<file path="src/rtl/npc_pkg.sv">
// Shared writeback definitions: select bit indices and the payload that
// travels from execute to the writeback result mux.
package npc_pkg;

    localparam int XLEN       = 32;
    localparam int WB_SEL_ALU = 0;
    localparam int WB_SEL_MEM = 1;
    localparam int WB_SEL_CSR = 2;
    localparam int WB_SEL_PC4 = 3;
    localparam int WB_SEL_IMM = 4;

    typedef struct packed {
        logic [XLEN-1:0] in0;
        logic [XLEN-1:0] in1;
        logic [XLEN-1:0] in2;
        logic [XLEN-1:0] in3;
        logic [XLEN-1:0] in4;
        logic [4:0]      sel;
        logic [4:0]      rd;
        logic            wen;
    } wb_payload_t;

endpackage

</file>
<file path="src/rtl/ex_wb_skid_onehot_chk.sv">
// Flags whether a 5-bit writeback select has exactly one bit set.
module onehot_chk (
    input  logic [4:0] sel,
    output logic       is_onehot
);

    assign is_onehot = ($countones(sel) == 1);

endmodule

</file>
<file path="src/rtl/ex_wb_skid.sv">
// Two-entry in-order skid buffer between EXU and the WBU result mux, with a
// sticky illegal-select flag and a downstream stall cycle counter.
module ex_wb_skid
    import npc_pkg::*;
#(
    parameter int WIDTH = XLEN  // payload struct is sized by XLEN; keep equal
) (
    input  logic             clk,
    input  logic             rst_n,
    input  logic             flush,
    input  logic             in_valid,
    output logic             in_ready,
    input  logic [WIDTH-1:0] in_in0,
    input  logic [WIDTH-1:0] in_in1,
    input  logic [WIDTH-1:0] in_in2,
    input  logic [WIDTH-1:0] in_in3,
    input  logic [WIDTH-1:0] in_in4,
    input  logic [4:0]       in_sel,
    input  logic [4:0]       in_rd,
    input  logic             in_wen,
    output logic             out_valid,
    input  logic             out_ready,
    output logic [WIDTH-1:0] out_in0,
    output logic [WIDTH-1:0] out_in1,
    output logic [WIDTH-1:0] out_in2,
    output logic [WIDTH-1:0] out_in3,
    output logic [WIDTH-1:0] out_in4,
    output logic [4:0]       out_sel,
    output logic [4:0]       out_rd,
    output logic             out_wen,
    output logic             sel_err,
    output logic [31:0]      stall_cnt
);

    wb_payload_t head_q, tail_q, in_pl;
    logic [1:0]  count_q;
    logic        sel_err_q;
    logic [31:0] stall_q;
    logic        push, pop, in_onehot;

    assign in_pl = '{in0: in_in0, in1: in_in1, in2: in_in2, in3: in_in3,
                     in4: in_in4, sel: in_sel, rd: in_rd, wen: in_wen};

    // Handshake decoded from registered count only: no out_ready -> in_ready path.
    assign in_ready  = (count_q != 2'd2);
    assign out_valid = (count_q != 2'd0);
    assign push      = in_valid && in_ready;
    assign pop       = out_valid && out_ready;

    onehot_chk u_chk (
        .sel       (in_sel),
        .is_onehot (in_onehot)
    );

    always_ff @(posedge clk) begin
        if (!rst_n) begin
            count_q   <= 2'd0;
            head_q    <= '0;
            tail_q    <= '0;
            sel_err_q <= 1'b0;
            stall_q   <= 32'd0;
        end else begin
            if (push && !in_onehot)
                sel_err_q <= 1'b1;
            if (out_valid && !out_ready)
                stall_q <= stall_q + 32'd1;
            // Flush wins over a same-cycle push/pop; payload regs keep stale data.
            if (flush) begin
                count_q <= 2'd0;
            end else begin
                case (count_q)
                    2'd0: if (push) begin
                        head_q  <= in_pl;
                        count_q <= 2'd1;
                    end
                    2'd1: case ({push, pop})
                        2'b10: begin
                            tail_q  <= in_pl;
                            count_q <= 2'd2;
                        end
                        2'b01:   count_q <= 2'd0;
                        2'b11:   head_q  <= in_pl;
                        default: ;
                    endcase
                    2'd2: if (pop) begin
                        head_q  <= tail_q;
                        count_q <= 2'd1;
                    end
                    default: count_q <= 2'd0;
                endcase
            end
        end
    end

    assign out_in0   = head_q.in0;
    assign out_in1   = head_q.in1;
    assign out_in2   = head_q.in2;
    assign out_in3   = head_q.in3;
    assign out_in4   = head_q.in4;
    assign out_sel   = head_q.sel;
    assign out_rd    = head_q.rd;
    assign out_wen   = head_q.wen;
    assign sel_err   = sel_err_q;
    assign stall_cnt = stall_q;

endmodule

</file>
<file path="config.mk">
export PLATFORM = sky130hd
export DESIGN_NAME = ex_wb_skid
export DESIGN_NICKNAME = d
export VERILOG_FILES = /design/src/rtl/npc_pkg.sv /design/src/rtl/ex_wb_skid_onehot_chk.sv /design/src/rtl/ex_wb_skid.sv
export SDC_FILE = /design/constraint.sdc
export NUM_CORES = 1
export LEC_CHECK = 0
export BUFFER_PORTS_ARGS = -buffer_cell sky130_fd_sc_hd__buf_2
export CORE_MARGIN = 1.5
export CORE_UTILIZATION = 40
export DETAILED_ROUTE_END_ITERATION = 10
export MAX_ROUTING_LAYER = met4
export PLACE_DENSITY = 0.64
export RECOVER_POWER = 100
export SYNTH_ARGS = -nofsm -noshare
export SYNTH_HDL_FRONTEND = slang
export SYNTH_SLANG_ARGS = --single-unit
</file>
<file path="constraint.sdc">
create_clock -name clk -period 7.3 [get_ports clk]
set_input_delay 0.73 -clock clk [delete_from_list [all_inputs] [get_ports clk]]
set_output_delay 0.73 -clock clk [all_outputs]
set_load 0.01 [all_outputs]
</file>
Word-level counts from Yosys, hierarchy flattened
Cells that the tools add are included.

Bits in registers: 377. Logic and storage cells: 58.

$add $sub $neg: 5. Equal/unequal tests: 11. Multiplexer cells: 8. Bitwise logic cells: 2. Reductions and logical operators: 13.

Operators with widths (count): 171-bit 2-to-1 mux (3); 171-bit case mux with 3 select lines (1); 32-bit by 1-bit adder with 32-bit output (1); 32-bit by 1-bit adder with 32-bit output, second input constant (1); 32-bit adder (1); 32-bit by 2-bit equality test with 1-bit output, second input constant (1); 2-bit equality test, second input constant (3); 2-bit inequality test, second input constant (3); 2-bit case mux with 3 select lines (1); 3-bit AND reduction (2); 5-bit AND reduction (1); 1-bit by 1-bit adder with 2-bit output (2); 2-bit by 1-bit equality test with 1-bit output, second input constant (2); 1-bit logical AND (4); 2-bit 2-to-1 mux (2); 2-bit case mux with 2 select lines (1); 3-bit inequality test, second input constant (1); 3-bit nonzero test (1); 1-bit zero test (2); 2-bit zero test (1); 2-bit by 1-bit inequality test with 1-bit output, second input constant (1); 1-bit NOT (2); 2-bit nonzero test (1); 2-bit OR reduction (1).

Depth between registers and ports, before layout
Depth in word-level cells: 6. Mapped depth: 13. Mapped depth without buffers: 9.

Cells and area by module
Synthesis repeated with hierarchy kept, for this count alone.

Cell total of the unflattened synthesis: 1895. Area total of the unflattened synthesis: 15811.4 um^2.

Modules (own cells, without submodules): ex_wb_skid (times used 1, cells each 1886, area an instance 15727.6 um^2); onehot_chk (times used 1, cells each 9, area an instance 83.8 um^2).

Worst setup path before layout
No wires, ideal clock.

Path kind: flip-flop to flip-flop. Start: register count_q[1]. End: register tail_q[162] in the netlist's numbering. Arrival time: 2547 ps. Data required time: 7230 ps. Setup slack: 4683 ps. Cell stages (with the launch flop): 14. Period minus slack after synthesis: 2617 ps. Path through: dfxtp_1 -> buf_4 -> nor2b_1 -> inv_1 -> clkbuf_1 -> nand2_1 -> inv_1 -> ha_1 -> nor4bb_1 -> clkbuf_1 -> clkbuf_1 -> clkbuf_1 -> nand2_1 -> a21oi_1.

Word-level cells in the longest chain between the ends: 4. Elaborated cells on any way between the ends: 7. Classes of those cells: 3 x eq/ne; 4 x reduce/logical.

Ends and longest elaborated chain: start, declared (RTL line ex_wb_skid.sv:36) `logic [1:0] count_q;`; start signal, assigned (RTL line ex_wb_skid.sv:57) `count_q <= 2'd0;`; start signal, assigned (RTL line ex_wb_skid.sv:69) `count_q <= 2'd0;`; start signal, assigned (RTL line ex_wb_skid.sv:74) `count_q <= 2'd1;`; 2-bit inequality test (RTL line ex_wb_skid.sv:45) `assign in_ready = (count_q != 2'd2);`; net in_ready (RTL line ex_wb_skid.sv:12) `output logic in_ready,`; 1-bit logical AND (RTL line ex_wb_skid.sv:47) `assign push = in_valid && in_ready;`; 2-bit equality test (RTL line ex_wb_skid.sv:76) `2'd1: case ({push, pop})`; 3-bit AND reduction (no source line); end signal, assigned (RTL line ex_wb_skid.sv:78) `tail_q <= in_pl;`; end, declared (RTL line ex_wb_skid.sv:35) `wb_payload_t head_q, tail_q, in_pl;`.

The timed path passes the listed nets, and every way through them passes these cells. A chain may end at the register's enable or synchronous reset.

Worst setup path after layout
Start: register count_q[1]. End: register head_q, in the netlist out_sel[1].

Word-level cells in the longest chain between the ends: 5. Elaborated cells on any way between the ends: 14. Classes of those cells: 7 x eq/ne; 1 x mux; 6 x reduce/logical.

Ends and longest elaborated chain: 2-bit inequality test or 2-bit nonzero test (tied branches) (RTL line ex_wb_skid.sv:45, ex_wb_skid.sv:46); 1-bit logical AND (on tied branches) (RTL line ex_wb_skid.sv:47, ex_wb_skid.sv:48); 2-bit equality test (RTL line ex_wb_skid.sv:76); 2-bit by 1-bit inequality test with 1-bit output (no source line); 5-bit AND reduction (no source line); end signal, assigned (RTL line ex_wb_skid.sv:73) `head_q <= in_pl;`; end signal, assigned (RTL line ex_wb_skid.sv:82) `2'b11: head_q <= in_pl;`; end signal, assigned (RTL line ex_wb_skid.sv:86) `head_q <= tail_q;`; end, declared (RTL line ex_wb_skid.sv:35).

Parallel ways exist; a longest one is shown, timed or not.

==> out/results.txt <==
Outcome -> finished, violations left
Violated checks -> max-capacitance violations, max-slew violations
Fillers -> 4,068
Footprint of the multi-input gates -> 0.00810 sq mm
Crit-path cells -> nor2b_1 -> inv_6 -> nand2_1 -> inv_1 -> ha_1 -> mux2i_1 -> a2bb2oi_1 -> clkbuf_4 -> o21bai_1 -> o311a_1
Clock network fraction of total power -> 43.8%
Initial DRC Count -> 1,297
Post-synth cell types -> 36
Total gr overflow -> 0
Clk root buf -> clkbuf_16
Die W -> 206 microns
Placed wire-length estimate -> 29,700 microns
CTS tree -> done
Final worst path period need -> 5190 ps
Critical Path Source Type -> flop
IO Port Bufs -> 381
Core area -> 0.0407 sq mm
Clk Latency, worst-skew pair -> 560 ps
Clk buf depth -> 3
Max IR drop VDD -> 146 uV
Final Net Count -> 2,542
Internal power -> 3.61 mW
Final ANT Viol Nets -> 0
EDFF count, synth -> 0
Top-level I/O count -> 382
Non-filler cells, final -> 2,937
Routed WL -> 49,300 microns
Post-CTS Setup Bufs -> 0
Synth cell count leaders -> nand2_1, dfxtp_1, a21oi_1
# Max-Cap Violations -> 6
Yosys warns -> 0
RR Endpoint -> out_sel[1]
WP data required -> 7740 ps
First-pass GRT wire length -> 75,900 microns
Slew @ Worst Pin -> 4780 ps
Htree depth -> 2
Hold Vio Cnt, Final -> 0
Max incr delay on CP -> 1700 ps
Post-synthesis register bit count -> 377
RD Place Congestion -> 0.819
Setup TNS -> 0 ps
Post-Synthesis Cell Area -> 0.0165 sq mm
Synth top area share -> 45.8%
Die footprint -> 0.0424 sq mm
Skew final -> 12.6 ps
Critical-path top delay cell -> clkbuf_4
Worst R2R Path Depth -> 10
Remaining DRCs -> 0
Async SR Flop Fraction -> 0%
Vias -> 15,700
WL/cell -> 16.8 microns
P per Cell Area -> 247 mW/mm^2
# setup viols final -> 0
CP Data Arrival Time -> 5620 ps
NetSw -> 1.22 mW
Post-layout power -> 4.83 mW
Largest area contributor in the netlist -> dfxtp_1
Mapped Nets -> 2,299
Worst r2r src -> count_q[1]
Initial antenna violation count -> 16
Top area cells in the synthesized netlist -> dfxtp_1, nand2_1, o311a_1
Starting Density -> 40.5%
Synth Flop Type -> dfxtp_1
Largest net degree at the start of global routing -> 211
Die H -> 206 microns
Standard-cell rows -> 74
Hold_buf cts -> 0
Hold path cells -> 3
Post-synthesis sequential area ratio -> 45.8%
Hold path endpoint -> tail_q[60]
Area grow syn2layout -> 18.8%
Crit-path max FO -> 210
F_max -> 193 MHz
Clk slew on worst S/H paths -> 60 ps
Leak -> 7.84 nW
Avg Synthesized Cell Area -> 7.79 sq um
Cells after synthesis -> 2,115
Switching share of total power -> 25.2%
RSZ-0062 raised after global routing -> false
Relative slew slack -> -219%
CP Class -> reg2reg
Combinational share of power -> 10.8%
TritonCTS Sinks -> 377
GR Util All Layers -> 22.8%
Seq pwr share -> 45.4%
HP Start -> in_in3[17]
Layout cells sized above 1 -> 10.8%
Worst Hold Class -> in2reg
Count leader, synth -> nand2_1
R2R Setup Slk -> 2110 ps
Crit end category -> flop
Min Hold Slack -> 417 ps
Num CTS Buffers -> 42
Dpl cells -> 2,846
Pre-antenna DRT Iters -> 5
Vias/cell -> 5.35
Final worst-path cycle share -> 71.0%
Final slew viol count -> 620
Vias in the first global route -> 14,400
Post-cts gate resize count -> 0
Storage cell area -> 0.00755 sq mm
layout make-up:
type                            instances  share of cell area, %
Antenna cell                           17                  0.217
Clock buffer                           63                   6.46
Clock inverter                         11                  0.582
Inverter                               15                  0.339
Multi-Input combinational cell       1524                   41.4
Sequential cell                       377                   38.6
Tap cell                              532                   3.40
Timing Repair Buffer                  398                   9.06
cell families (layout without fill, tap and decap cells):
| kind of cell | Yosys count | in the layout | synth area share [%] |
|---|---|---|---|
| adders and majority gates | 8 | 8 | 0.698 |
| buffers and inverters | 214 | 487 | 5.15 |
| DFF | 377 | 377 | 45.8 |
| other | 0 | 17 | 0 |
| muxes | 2 | 2 | 0.121 |
| xor gates and xnor gates | 11 | 11 | 0.585 |
| AOI/OAI and AO/OA | 560 | 560 | 25.0 |
| and+or+nand+nor | 943 | 943 | 22.6 |
flip-flops by register name (all words and copies together), names as in the netlist:
register   count
count_q        2
out_sel        5
out_in1       32
out_in4       32
out_wen        1
sel_err        1
out_in3       32
tail_q       171
out_in0       32
out_rd         5
stall_cnt     32
out_in2       32
metrics by stage:
step	worst slack (ps)	instance area, sq um	util (%)
detailed placement	3610	18500	45.4
CTS	3670	19900	48.8
global placement	3670	18500	45.4
finish	2110	19600	48.0
global route	1700	19600	48.0
floorplan	4680	16500	-
worst max-delay path by stage:
| stage | end | slack, ps | startpoint |
|---|---|---|---|
| 4_1_cts | tail_q[23] | 3670 | count_q[0] |
| 2_1_floorplan | tail_q[162] | 4680 | count_q[1] |
| 6_report | out_sel[1] | 2110 | count_q[1] |
| 3_3_place_gp | out_in1[29] | 3670 | flush |
| 5_1_grt | out_sel[1] | 1700 | count_q[1] |
| 3_5_place_dp | out_sel[1] | 3610 | flush |
worst max-delay path: cells and delay by family (launching register included):
kind	cells	cell delay, ps
buf+inv	3	2140
compound gates	3	1120
simple gates	2	620
flops	1	510
fa+ha+maj	1	180
mux	1	130
layer usage:
| metal | wire (microns) | up-vias | track usage (%) |
|---|---|---|---|
| li1 | - | 7742 | - |
| met1 | 21500 | 7419 | 28.4 |
| met2 | 22200 | 495 | 35.1 |
| met3 | 4420 | 58 | 6.83 |
| met4 | 1140 | 0 | 7.71 |
| met5 | 0 | - | - |
cells in the final DEF, fill, tap and decap left out, types with 6 or more instances in the layout:
cell / instances
nor3_1: 6
or4_1: 17
or3_1: 10
clkinv_2: 6
nand2_1: 867
clkbuf_1: 220
ha_1: 6
dfxtp_1: 377
buf_2: 173
nor2_1: 15
o31ai_1: 11
o21ai_0: 10
clkbuf_8: 7
clkbuf_16: 45
a21oi_1: 193
xnor2_1: 9
nand3_1: 7
nand4_1: 7
buf_4: 10
inv_1: 13
o21bai_1: 172
o311a_1: 171
diode_2: 17
power by group through the flow:
stage	logic [mW]	clock network (mW)	registers, mW
after floorplan	0.304	0	2.26
after global placement	0.535	0	2.23
after detailed placement	0.546	0	2.23
after CTS	0.548	2.17	2.19
after global routing	0.579	2.25	2.20
final	0.523	2.11	2.19
Power figures use the tool's default switching activity.
